### src/rtl/vend_pkg.sv
// Shared definitions for the vending transaction controller: states, coin
// codes, error codes and the money width.
package vend_pkg;

  localparam int MONEY_W = 16;

  typedef enum logic [2:0] {
    ST_IDLE     = 3'd0,
    ST_COLLECT  = 3'd1,
    ST_CHECK    = 3'd2,
    ST_DISPENSE = 3'd3,
    ST_WAIT_ACK = 3'd4,
    ST_CHANGE   = 3'd5
  } vend_state_e;

  localparam logic [1:0] COIN_5  = 2'b00;
  localparam logic [1:0] COIN_10 = 2'b01;
  localparam logic [1:0] COIN_20 = 2'b10;
  localparam logic [1:0] COIN_50 = 2'b11;

  localparam logic [1:0] ERR_NONE    = 2'b00;
  localparam logic [1:0] ERR_STOCK   = 2'b01;
  localparam logic [1:0] ERR_FUNDS   = 2'b10;
  localparam logic [1:0] ERR_TIMEOUT = 2'b11;

  // Money value of a coin code, in price units.
  function automatic logic [MONEY_W-1:0] coin_value(input logic [1:0] code);
    logic [MONEY_W-1:0] v;
    case (code)
      COIN_5:  v = 16'd5;
      COIN_10: v = 16'd10;
      COIN_20: v = 16'd20;
      default: v = 16'd50;
    endcase
    return v;
  endfunction

endpackage

### src/rtl/vend_timeout_timer.sv
// Saturating inactivity counter: clear has priority, counts while enabled,
// expired once the count reaches LIMIT.
module vend_timeout_timer #(
  parameter int W     = 8,
  parameter int LIMIT = 255
) (
  input  logic CLK,
  input  logic RESET,
  input  logic clear,
  input  logic enable,
  output logic expired
);

  logic [W-1:0] count_reg;

  // Count idle cycles, holding at all-ones so the counter never wraps.
  always_ff @(posedge CLK or posedge RESET) begin
    if (RESET) begin
      count_reg <= '0;
    end else if (clear) begin
      count_reg <= '0;
    end else if (enable && (count_reg != '1)) begin
      count_reg <= count_reg + W'(1);
    end
  end

  assign expired = (count_reg >= W'(LIMIT));

endmodule

### src/rtl/vend_transaction_controller.sv
// One vending transaction: collect credit, latch a selection, check stock
// and funds, pulse buy once per unit with an ack in between, return change.
module vend_transaction_controller
  import vend_pkg::*;
#(
  parameter int TIMEOUT_CYCLES = 255,
  parameter int MAX_CREDIT     = 500,
  parameter int MAX_QTY        = 10
) (
  input  logic               CLK,
  input  logic               RESET,
  input  logic               coin_valid,
  input  logic [1:0]         coin_code,
  input  logic               select_valid,
  input  logic [2:0]         select_id,
  input  logic [3:0]         select_qty,
  input  logic               cancel,
  input  logic [4:0]         stock_amount,
  input  logic [7:0]         unit_price,
  input  logic               dispense_ack,
  output logic [2:0]         product_id,
  output logic               buy_pulse,
  output logic [MONEY_W-1:0] credit,
  output logic               change_valid,
  output logic [MONEY_W-1:0] change_amount,
  output logic               coin_reject,
  output logic [1:0]         err_code,
  output logic [2:0]         state
);

  localparam int TW = ($clog2(TIMEOUT_CYCLES + 1) > 8) ? $clog2(TIMEOUT_CYCLES + 1) : 8;

  vend_state_e        state_reg, state_next;
  logic [MONEY_W-1:0] credit_reg, credit_next;
  logic [2:0]         pid_reg, pid_next;
  logic [3:0]         qty_reg, qty_next;
  logic [3:0]         remaining_reg, remaining_next;
  logic [1:0]         err_reg, err_next;
  logic               coin_reject_reg, coin_reject_next;
  logic               activity;
  logic               expired;
  logic               timer_clear;

  // Coin arithmetic one bit wider so the ceiling compare cannot wrap.
  logic [MONEY_W:0]   coin_sum;
  logic               coin_over;
  logic [11:0]        cost;
  logic [4:0]         rem_plus;
  logic [MONEY_W-1:0] refund;
  logic               sel_ok;

  assign coin_sum  = {1'b0, credit_reg} + {1'b0, coin_value(coin_code)};
  assign coin_over = coin_sum > (MONEY_W+1)'(MAX_CREDIT);
  assign cost      = {4'b0, unit_price} * {8'b0, qty_reg};
  // The unit in flight when the mechanism stalls is refunded too.
  assign rem_plus  = {1'b0, remaining_reg} + 5'd1;
  assign refund    = {8'b0, unit_price} * {11'b0, rem_plus};
  assign sel_ok    = select_valid && (select_qty != 4'd0) && (select_qty <= 4'(MAX_QTY));

  // Timer restarts on every state change or front-panel activity.
  assign timer_clear = (state_next != state_reg) || activity;

  vend_timeout_timer #(
    .W     (TW),
    .LIMIT (TIMEOUT_CYCLES)
  ) u_timer (
    .CLK     (CLK),
    .RESET   (RESET),
    .clear   (timer_clear),
    .enable  ((state_reg == ST_COLLECT) || (state_reg == ST_WAIT_ACK)),
    .expired (expired)
  );

  // State and datapath registers; reset discards credit silently.
  always_ff @(posedge CLK or posedge RESET) begin
    if (RESET) begin
      state_reg       <= ST_IDLE;
      credit_reg      <= '0;
      pid_reg         <= '0;
      qty_reg         <= '0;
      remaining_reg   <= '0;
      err_reg         <= ERR_NONE;
      coin_reject_reg <= 1'b0;
    end else begin
      state_reg       <= state_next;
      credit_reg      <= credit_next;
      pid_reg         <= pid_next;
      qty_reg         <= qty_next;
      remaining_reg   <= remaining_next;
      err_reg         <= err_next;
      coin_reject_reg <= coin_reject_next;
    end
  end

  // Next-state and datapath update for the transaction sequence.
  always_comb begin
    state_next       = state_reg;
    credit_next      = credit_reg;
    pid_next         = pid_reg;
    qty_next         = qty_reg;
    remaining_next   = remaining_reg;
    err_next         = err_reg;
    coin_reject_next = 1'b0;
    activity         = 1'b0;

    // A fresh coin or selection clears a stale error; errors raised below win.
    if (coin_valid || select_valid) err_next = ERR_NONE;

    case (state_reg)
      ST_IDLE: begin
        if (coin_valid) begin
          if (coin_over) begin
            coin_reject_next = 1'b1;
          end else begin
            credit_next = coin_sum[MONEY_W-1:0];
            state_next  = ST_COLLECT;
          end
        end
      end
      ST_COLLECT: begin
        activity = coin_valid || select_valid;
        if (coin_valid) begin
          if (coin_over) coin_reject_next = 1'b1;
          else           credit_next = coin_sum[MONEY_W-1:0];
        end
        if (cancel) begin
          state_next = ST_CHANGE;
        end else if (sel_ok) begin
          pid_next   = select_id;
          qty_next   = select_qty;
          state_next = ST_CHECK;
        end else if (expired && !activity) begin
          err_next   = ERR_TIMEOUT;
          state_next = ST_CHANGE;
        end
      end
      ST_CHECK: begin
        if (stock_amount < {1'b0, qty_reg}) begin
          err_next   = ERR_STOCK;
          state_next = ST_COLLECT;
        end else if (credit_reg < {4'b0, cost}) begin
          err_next   = ERR_FUNDS;
          state_next = ST_COLLECT;
        end else begin
          credit_next    = credit_reg - {4'b0, cost};
          remaining_next = qty_reg;
          state_next     = ST_DISPENSE;
        end
      end
      ST_DISPENSE: begin
        remaining_next = remaining_reg - 4'd1;
        state_next     = ST_WAIT_ACK;
      end
      ST_WAIT_ACK: begin
        if (dispense_ack) begin
          state_next = (remaining_reg != 4'd0) ? ST_DISPENSE : ST_CHANGE;
        end else if (expired) begin
          credit_next = credit_reg + refund;
          err_next    = ERR_TIMEOUT;
          state_next  = ST_CHANGE;
        end
      end
      ST_CHANGE: begin
        credit_next = '0;
        state_next  = ST_IDLE;
      end
      default: begin
        state_next = ST_IDLE;
      end
    endcase

    if (coin_valid && (state_reg != ST_IDLE) && (state_reg != ST_COLLECT)) begin
      coin_reject_next = 1'b1;
    end
  end

  assign product_id    = pid_reg;
  assign buy_pulse     = (state_reg == ST_DISPENSE);
  assign credit        = credit_reg;
  assign change_valid  = (state_reg == ST_CHANGE);
  assign change_amount = (state_reg == ST_CHANGE) ? credit_reg : '0;
  assign coin_reject   = coin_reject_reg;
  assign err_code      = err_reg;
  assign state         = state_reg;

endmodule

### config.mk
export PLATFORM = sky130hd
export DESIGN_NAME = vend_transaction_controller
export DESIGN_NICKNAME = d
export VERILOG_FILES = /design/src/rtl/vend_pkg.sv /design/src/rtl/vend_timeout_timer.sv /design/src/rtl/vend_transaction_controller.sv
export SDC_FILE = /design/constraint.sdc
export NUM_CORES = 1
export LEC_CHECK = 0
export ABC_AREA = 1
export CAP_MARGIN = 25
export CORE_UTILIZATION = 64
export CTS_CLUSTER_DIAMETER = 120
export CTS_CLUSTER_SIZE = 10
export DETAILED_ROUTE_END_ITERATION = 12
export GPL_TIMING_DRIVEN = 0
export PLACE_DENSITY = 0.89
export SYNTH_ARGS = -nofsm -noshare
export SYNTH_HDL_FRONTEND = slang
export SYNTH_SLANG_ARGS = --single-unit
### constraint.sdc
create_clock -name CLK -period 7.5 [get_ports CLK]
set_clock_uncertainty 0.2 [all_clocks]
set_input_delay 1.5 -clock CLK [delete_from_list [all_inputs] [get_ports CLK]]
set_output_delay 1.5 -clock CLK [all_outputs]
set_load 0.01 [all_outputs]
* Yosys cells after proc, flatten, opt, wreduce, memory -nomap -nowiden
Cells that the tools add are included.
Word-level totals: bits in latches 0, memories kept 0, bits of input ports 28, bits in read-only memories 0, output and inout bits 43, bits in writable memories 0, logic and storage cells 99, bits in registers 41
Operators by class: shift operators 0, $mul 2, $lt $le $gt $ge 5, div/mod/pow operators 0, reduce and logical (&&, ||, !) cells 22, add/sub/neg operators 6, mux-type cells 39, bitwise logic cells 1, equal/unequal tests 16
Operators with widths (count):
- 16-bit two-way mux | 7
- 16-bit one-hot mux with 4 select lines | 1
- 3-bit two-way mux | 8
- 2-bit two-way mux | 10
- 6-bit one-hot mux with 3 select lines | 1
- 16-bit by 16-bit adder with 17-bit output | 1
- 17-bit by 9-bit > comparator with 1-bit output (second input constant) | 1
- 16-bit by 13-bit adder with 16-bit output | 1
- 16-bit by 12-bit < comparator with 1-bit output | 1
- 8-bit two-way mux | 2
- 16-bit by 12-bit subtractor with 16-bit output | 1
- 3-bit one-hot mux with 5 select lines | 1
- 8-bit by 5-bit multiplier with 13-bit output | 1
- 8-bit by 4-bit multiplier with 12-bit output | 1
- 4-bit nonzero test | 3
- 2-bit != test (second input constant) | 5
- 8-bit by 1-bit adder with 8-bit output (second input constant) | 1
- 8-bit >= comparator (second input constant) | 1
- 4-bit two-way mux | 2
- 8-bit != test (second input constant) | 1
- 4-bit one-hot mux with 2 select lines | 1
- 7-bit AND reduction | 1
- 3-bit by 2-bit equality test with 1-bit output (second input constant) | 2
- 3-bit equality test (second input constant) | 2
- 22 further kinds | 35

* Longest topological paths before layout
Gate-level depths: netlist of the first run.
depth in word-level cells 10, mapped depth 31, mapped depth without buffers 30

* Hierarchy
Synthesis of the first run repeated with hierarchy kept, for this count alone.
Second synthesis, totals: cell total of the unflattened synthesis 1086, area total of the unflattened synthesis 6912.9 um^2
By module, submodules not included:
- vend_transaction_controller | instances 1, seq. area each 825.8 um^2, area an instance 6391.1 um^2, cells each 1009
- vend_timeout_timer | instances 1, seq. area each 200.2 um^2, area an instance 521.8 um^2, cells each 77

* Worst setup path after synthesis of the first run
Ideal clock, no wire load.
kind input to register, from in unit_price[1], to reg u_timer.count_reg[3], required time 7.180 ns, buffers on the path 1, cell stages on the path 25, arrival time 5.754 ns, library setup time 0.120 ns, path slack 1.426 ns, cell sequence clkbuf_1 nand2_1 fa_1 inv_1 fa_1 inv_1 fa_1 o21ai_0 a21oi_1 o21ai_0 nand2_1 nand2_1 a21oi_1 xor2_1 ha_1 nand2_1 inv_1 a21boi_0 nand4_1 nand2_1 nand3_1 nand2_1 inv_1 nand2_2 nor2_1
Between the ends: word-level cells in the longest chain between the ends 8, elaborated cells between the ends (all ways) 9, classes of those cells 1 x mul; 1 x order compare; 1 x eq/ne; 4 x mux; 2 x reduce/logical
Ends and longest elaborated chain:
- start, declared | RTL line vend_transaction_controller.sv:19 | input logic [7:0] unit_price,
- 8-bit by 4-bit multiplier with 12-bit output * | RTL line vend_transaction_controller.sv:54 | assign cost = {4'b0, unit_price} * {8'b0, qty_reg};
- 16-bit by 12-bit < comparator with 1-bit output * | RTL line vend_transaction_controller.sv:141 | end else if (credit_reg < {4'b0, cost}) begin
- 2-bit two-way mux * | RTL line vend_transaction_controller.sv:141
- 2-bit two-way mux * | RTL line vend_transaction_controller.sv:138 | if (stock_amount < {1'b0, qty_reg}) begin
- 3-bit one-hot mux with 5 select lines * | RTL line vend_transaction_controller.sv:109 | case (state_reg)
- 3-bit != test * | RTL line vend_transaction_controller.sv:61 | assign timer_clear = (state_next != state_reg) || activity;
- 1-bit logical OR * | RTL line vend_transaction_controller.sv:61
- 8-bit two-way mux or 2-bit nonzero test (tied branches)
- end signal, assigned | RTL line vend_timeout_timer.sv:23 | count_reg <= count_reg + W'(1);
- end, declared | RTL line vend_timeout_timer.sv:14 | logic [W-1:0] count_reg;
Mark *: on every way between the ends. The rest lies on a longest branch, timed or not. A chain may end at the register's enable or synchronous reset.

* Final worst setup path of the first run
from in unit_price[0], to reg u_timer.count_reg[7]
Same word-level chain as after synthesis.

==> impl_results.md, run 1 <==
- Post-DRT Antenna Nets: 0
- FF+latch count, synth: 41
- Count of pins over their slew limit: 0
- Max reg flops: 16
- Grt ovf: 0
- Synth Instances: 989
- Top FF cell, synth: dfrtp_1
- Die H: 104 microns
- DR iter-0 viols: 562
- Commonest non-fill, non-tap cell in the layout: nand2_1
- Tcrit/Tclk final: 0.941
- Die Footprint: 10800 sq um
- Post-route DRC: 0
- Top cell type's share of synthesized area: 0.155
- Endpoints failing setup: 0
- Starting density of the core: 0.668
- Critical Path Max Stage Delay: 0.61 ns
- Total negative slack: 0 ns
- Critical Path Source Type: input port
- Reg2reg end: u_timer.count_reg[7]
- Mean post-synth cell area: 6.69 sq um
- Most frequent cells in the layout: 229 x nand2_1, 174 x inv_1, 99 x nor2_1
- Async S/R FF share, synth: 1.00
- Post-synthesis instance area: 6620 sq um
- FMAX: 142 MHz
- RSZ-0062 raised after global routing: no
- Area contributors post-synth: dfrtp_1 16%, fa_1 13%, nand2_1 13%
- Post-route minimum period: 7.06 ns
- Register area: 1030 sq um
- Post-Syn Nets: 1124
- Core box area: 9910 sq um
- Distinct cells, synth: 46
- Final HPWL from detailed placement: 14100 microns
- CTS Buffer Depth: 2
- Area Growth Syn to Fin: 13.8%
- Clk pin slew, worst setup/hold paths: 0.09 ns
- Status: completed
- Antenna diode count: 0
- Cells on worst reg2reg path: 25
- Arr. time, crit path: 7.05 ns
- Routability cong.: 0.928
- IO Port Bufs: 63
- Detailed Routing Iterations Pass 1: 5
- Fraction of layout cells with a size suffix above 1: 0.0755
- Fill cell count: 768
- Nets: 1194
- Worst Tran Pin Value: 0.881 ns
- Post-cts resize count: 0
- IO Pins: 71
- RR Startpoint: qty_reg[2]
- Clock Latency Late Sink: 0.31 ns
- Relative slew slack: 0.412
- DP Worst Slack: 0.277 ns
- Post-CTS Setup Bufs: 0
- Mean routed wirelength per cell: 14.7 microns
- Vias: 6742
- Slowest CP cell: clkdlybuf4s50_1
- Via density: 5.65
- Clk sink count: 41
- Initial antenna violation count: 0
- Fin. Hold Viols: 0
- Critical Path RT: 7.49 ns
- Most used cell along the critical path: nand2_1
- Flop-to-flop setup slack: 1.51 ns
- Hold endpoint: product_id[1]
- Crit Path Class: in -> reg
- CTS tree: yes
- Hold Path Class: reg -> reg
- Vias in the first global route: 6075
- Synth warnings: 0
- First-pass GRT wire length: 28500 microns
- Area of the multi-input gates: 4770 sq um
- Htree depth: 2
- Core Rows: 36
- DRT Wirelength: 17600 microns
- Die Span X: 104 microns
- Crit. End Element: flip-flop
- Largest net degree at the start of global routing: 42
- Max Cap Viol: 0
- Hold Path Origin: product_id[1]
- Leading area contributor after synthesis: dfrtp_1
- Sequential fraction of the synthesis area: 0.155
- GRT Util Overall: 0.325
- Num CTS Buffers: 5
- Number of flops mapped to enable cells by yosys: 0
- Post-CTS Hold Buffers: 0
- Clk root buf: clkbuf_8
- Final setup margin: 0.445 ns
- CP Max Fanout: 8
- Hold path cells: 1
==> stage by stage <==
step | util | instance area (sq um) | std cells | hold slack [ns]
floorplan | - | 6620 | 989 | 0.320
global placement | 0.748 | 7410 | 1185 | 0.286
global route | 0.760 | 7530 | 1193 | 0.334
finish | 0.760 | 7530 | 1193 | 0.319
CTS | 0.760 | 7530 | 1193 | 0.322
detailed placement | 0.748 | 7410 | 1185 | 0.295
==> worst max-delay path by stage <==
stage	start	end	slack, ns	cells after the start
after floorplan	unit_price[1]	u_timer.count_reg[3]	1.43	25
after global placement	unit_price[0]	u_timer.count_reg[4]	0.35	25
after global routing	unit_price[0]	u_timer.count_reg[0]	0.17	25
after detailed placement	unit_price[0]	u_timer.count_reg[0]	0.28	25
final	unit_price[0]	u_timer.count_reg[7]	0.44	25
after CTS	unit_price[0]	u_timer.count_reg[5]	0.58	25
==> synth_stat cells (5+ instances only) <==
cell / n
dfrtp_1: 41
ha_1: 64
nor2_1: 99
buf_2: 5
nand2_1: 229
nand4_1: 12
or2_2: 6
o21ai_0: 40
inv_1: 175
fa_1: 43
a21oi_1: 52
and3_1: 11
nand2_2: 22
o21ai_2: 16
nand3_1: 58
nor3_1: 17
xnor2_1: 7
inv_2: 7
xor2_1: 16
clkbuf_1: 19
==> cell type report <==
| type | count | share of cell area |
|---|---|---|
| multi-input combinational | 738 | 0.634 |
| buffer | 27 | 0.0173 |
| timing repair buffer | 63 | 0.0837 |
| inverter | 183 | 0.0912 |
| tap | 133 | 0.0221 |
| clock inverter | 1 | 0.00399 |
| clock buffer | 7 | 0.0115 |
| sequential | 41 | 0.136 |
==> routing by layer <==
| layer | track usage | wire length [microns] | vias to the layer above |
|---|---|---|---|
| met5 | 0 | 0 | - |
| met4 | 0.111 | 592 | 0 |
| met3 | 0.0346 | 1120 | 50 |
| met2 | 0.555 | 8340 | 288 |
| met1 | 0.431 | 7530 | 3138 |
| li1 | - | - | 3266 |
==> cell families after synthesis <==
| kind of cell | Yosys count | synth area share |
|---|---|---|
| xor+xnor | 23 | 0.0304 |
| simple gates | 465 | 0.306 |
| fa+ha+maj | 107 | 0.251 |
| flops | 41 | 0.155 |
| compound gates | 139 | 0.127 |
| mux | 4 | 0.00662 |
| buf+inv | 210 | 0.123 |
==> worst max-delay path: cells and delay by family <==
kind / cells / cell delay, ns
adder cells (fa/ha/maj): 4 / 1.94
buffers and inverters: 5 / 0.85
AND/OR/NAND/NOR: 10 / 1.38
XOR/XNOR: 1 / 0.26
AO/OA/AOI/OAI: 5 / 1.11
Power of run 1 is not shown: default switching activity piles up to over one toggle a cycle in this logic, so the estimate is an artifact.
==> inputs of run 2 (changes only) <==
CORE_UTILIZATION = 69   (was 64)
DONT_BUFFER_PORTS = 1   (was unset)
PLACE_DENSITY = 0.85   (was 0.89)
==> impl_results.md, run 2 (synthesized netlist as in run 1, its figures left out) <==
- Status: completed
- Routability cong.: 1.02 (+10%)
- Endpoints failing setup: 0 (unchanged)
- Commonest non-fill, non-tap cell in the layout: nand2_1
- Max Cap Viol: 0 (unchanged)
- Flop-to-flop setup slack: 1.66 ns (+0.15 ns)
- Worst Tran Pin Value: 0.877 ns (-0.00426 ns)
- Die Span X: 99.9 microns (-3.6%)
- Most used cell along the critical path: nand2_1
- GRT Util Overall: 0.345 (+0.0193)
- Critical Path Max Stage Delay: 0.56 ns (-0.05 ns)
- Mean routed wirelength per cell: 14.6 microns (-0.70%)
- Htree depth: 2 (unchanged)
- Initial antenna violation count: 0 (unchanged)
- Final core utilization: 0.739 (-0.0209)
- RR Startpoint: qty_reg[2]
- Count of pins over their slew limit: 0 (unchanged)
- Area Growth Syn to Fin: 3.69%
- Clock Latency Late Sink: 0.30 ns (about the same)
- Most frequent cells in the layout: 229 x nand2_1, 174 x inv_1, 99 x nor2_1
- Post-route minimum period: 6.59 ns (-0.469 ns)
- Clk root buf: clkbuf_8
- Clk pin slew, worst setup/hold paths: 0.09 ns (about the same)
- Num CTS Buffers: 5 (unchanged)
- Cells on worst reg2reg path: 25 (unchanged)
- Reg2reg end: u_timer.count_reg[0]
- CTS tree: yes
- CTS Buffer Depth: 2 (unchanged)
- Vias: 6316 (-6.3%)
- RSZ-0062 raised after global routing: no
- Post-DRT Antenna Nets: 0 (unchanged)
- Hold Path Class: reg -> reg
- Detailed Routing Iterations Pass 1: 6 (+1)
- Fill cell count: 817 (+6.4%)
- IO Pins: 71 (unchanged)
- FMAX: 152 MHz (+7.1%)
- Hold Slack: 0.356 ns (+0.0368 ns)
- Vias in the first global route: 5738 (-5.5%)
- DR iter-0 viols: 524 (-6.8%)
- Antenna diode count: 0 (unchanged)
- Die Footprint: 9990 sq um (-7.1%)
- Starting density of the core: 0.713 (+0.0450)
- Via density: 5.61 (-0.74%)
- Core Rows: 35 (-2.8%)
- Final HPWL from detailed placement: 13500 microns (-4.0%)
- Worst setup endpoint: u_timer.count_reg[0]
- Crit Path Class: in -> reg
- DRT Wirelength: 16500 microns (-6.3%)
- Largest net degree at the start of global routing: 42 (unchanged)
- Post-CTS Setup Bufs: 0 (unchanged)
- Max reg flops: 16 (unchanged)
- Arr. time, crit path: 6.58 ns (-0.47 ns)
- Fraction of layout cells with a size suffix above 1: 0.0802 (+0.00477)
- Worst setup startpoint: unit_price[2]
- Tcrit/Tclk final: 0.878 (-0.0625)
- Post-route DRC: 0 (unchanged)
- First-pass GRT wire length: 27200 microns (-4.6%)
- Nets: 1131 (-5.3%)
- Critical Path Source Type: input port
- Slowest CP cell: fa_1
- Post-CTS Hold Buffers: 0 (unchanged)
- Crit. End Element: flip-flop
- Grt ovf: 0 (unchanged)
- Die H: 99.9 microns (-3.6%)
- Fin. Hold Viols: 0 (unchanged)
- Critical Path RT: 7.50 ns (about the same)
- Total negative slack: 0 ns (unchanged)
- Relative slew slack: 0.414 (+0.00284)
- Post-cts resize count: 0 (unchanged)
- IO Port Bufs: 0 (-100%)
- Clk sink count: 41 (unchanged)
- Core box area: 9280 sq um (-6.3%)
- CP Max Fanout: 9 (+1)
==> run 2: layout make-up <==
| cell class | count | area, sq um | share of cell area |
|---|---|---|---|
| multi-input combinational | 738 | 4770 | 0.696 |
| sequential | 41 | 1030 | 0.150 |
| clock inverter | 2 | 10.0 | 0.00146 |
| inverter | 183 | 687 | 0.100 |
| clock buffer | 6 | 72.6 | 0.0106 |
| buffer | 27 | 130 | 0.0190 |
| tap | 129 | 161 | 0.0235 |
==> run 2: how the worst min path moves through the flow <==
| stage | from | to | slack (ns) | cells after the start |
|---|---|---|---|---|
| final | u_timer.count_reg[4] | u_timer.count_reg[4] | 0.36 | 2 |
| after global routing | product_id[2] | product_id[2] | 0.41 | 1 |
| after CTS | u_timer.count_reg[4] | u_timer.count_reg[4] | 0.36 | 2 |
| after detailed placement | u_timer.count_reg[4] | u_timer.count_reg[4] | 0.34 | 2 |
| after global placement | u_timer.count_reg[7] | u_timer.count_reg[7] | 0.34 | 2 |
| after floorplan | u_timer.count_reg[4] | u_timer.count_reg[4] | 0.32 | 2 |
==> run 2: metal layers <==
metal  part of all wire  routed length [microns]  global-route usage
met1               0.43                     7100               0.467
met2               0.47                     7750               0.579
met3              0.077                     1270              0.0543
met4              0.021                      352              0.0826
met5                  0                        0                   0
==> run 2: critical path, delay by kind of cell <==
kind	cells	cell delay (ns)
AO/OA/AOI/OAI	5	1.11
buffers and inverters	5	0.57
AND/OR/NAND/NOR	10	1.34
XOR/XNOR	1	0.20
adder cells (fa/ha/maj)	4	1.86
==> run 2: per-stage QoR <==
step	cells	setup slack [ns]	instance area (sq um)
detailed placement	1118	0.706	6780
global route	1126	0.618	6860
CTS	1126	1.01	6860
floorplan	989	1.43	6620
global placement	1118	0.711	6780
finish	1126	0.914	6860
Power of run 2 is left out for the same reason.
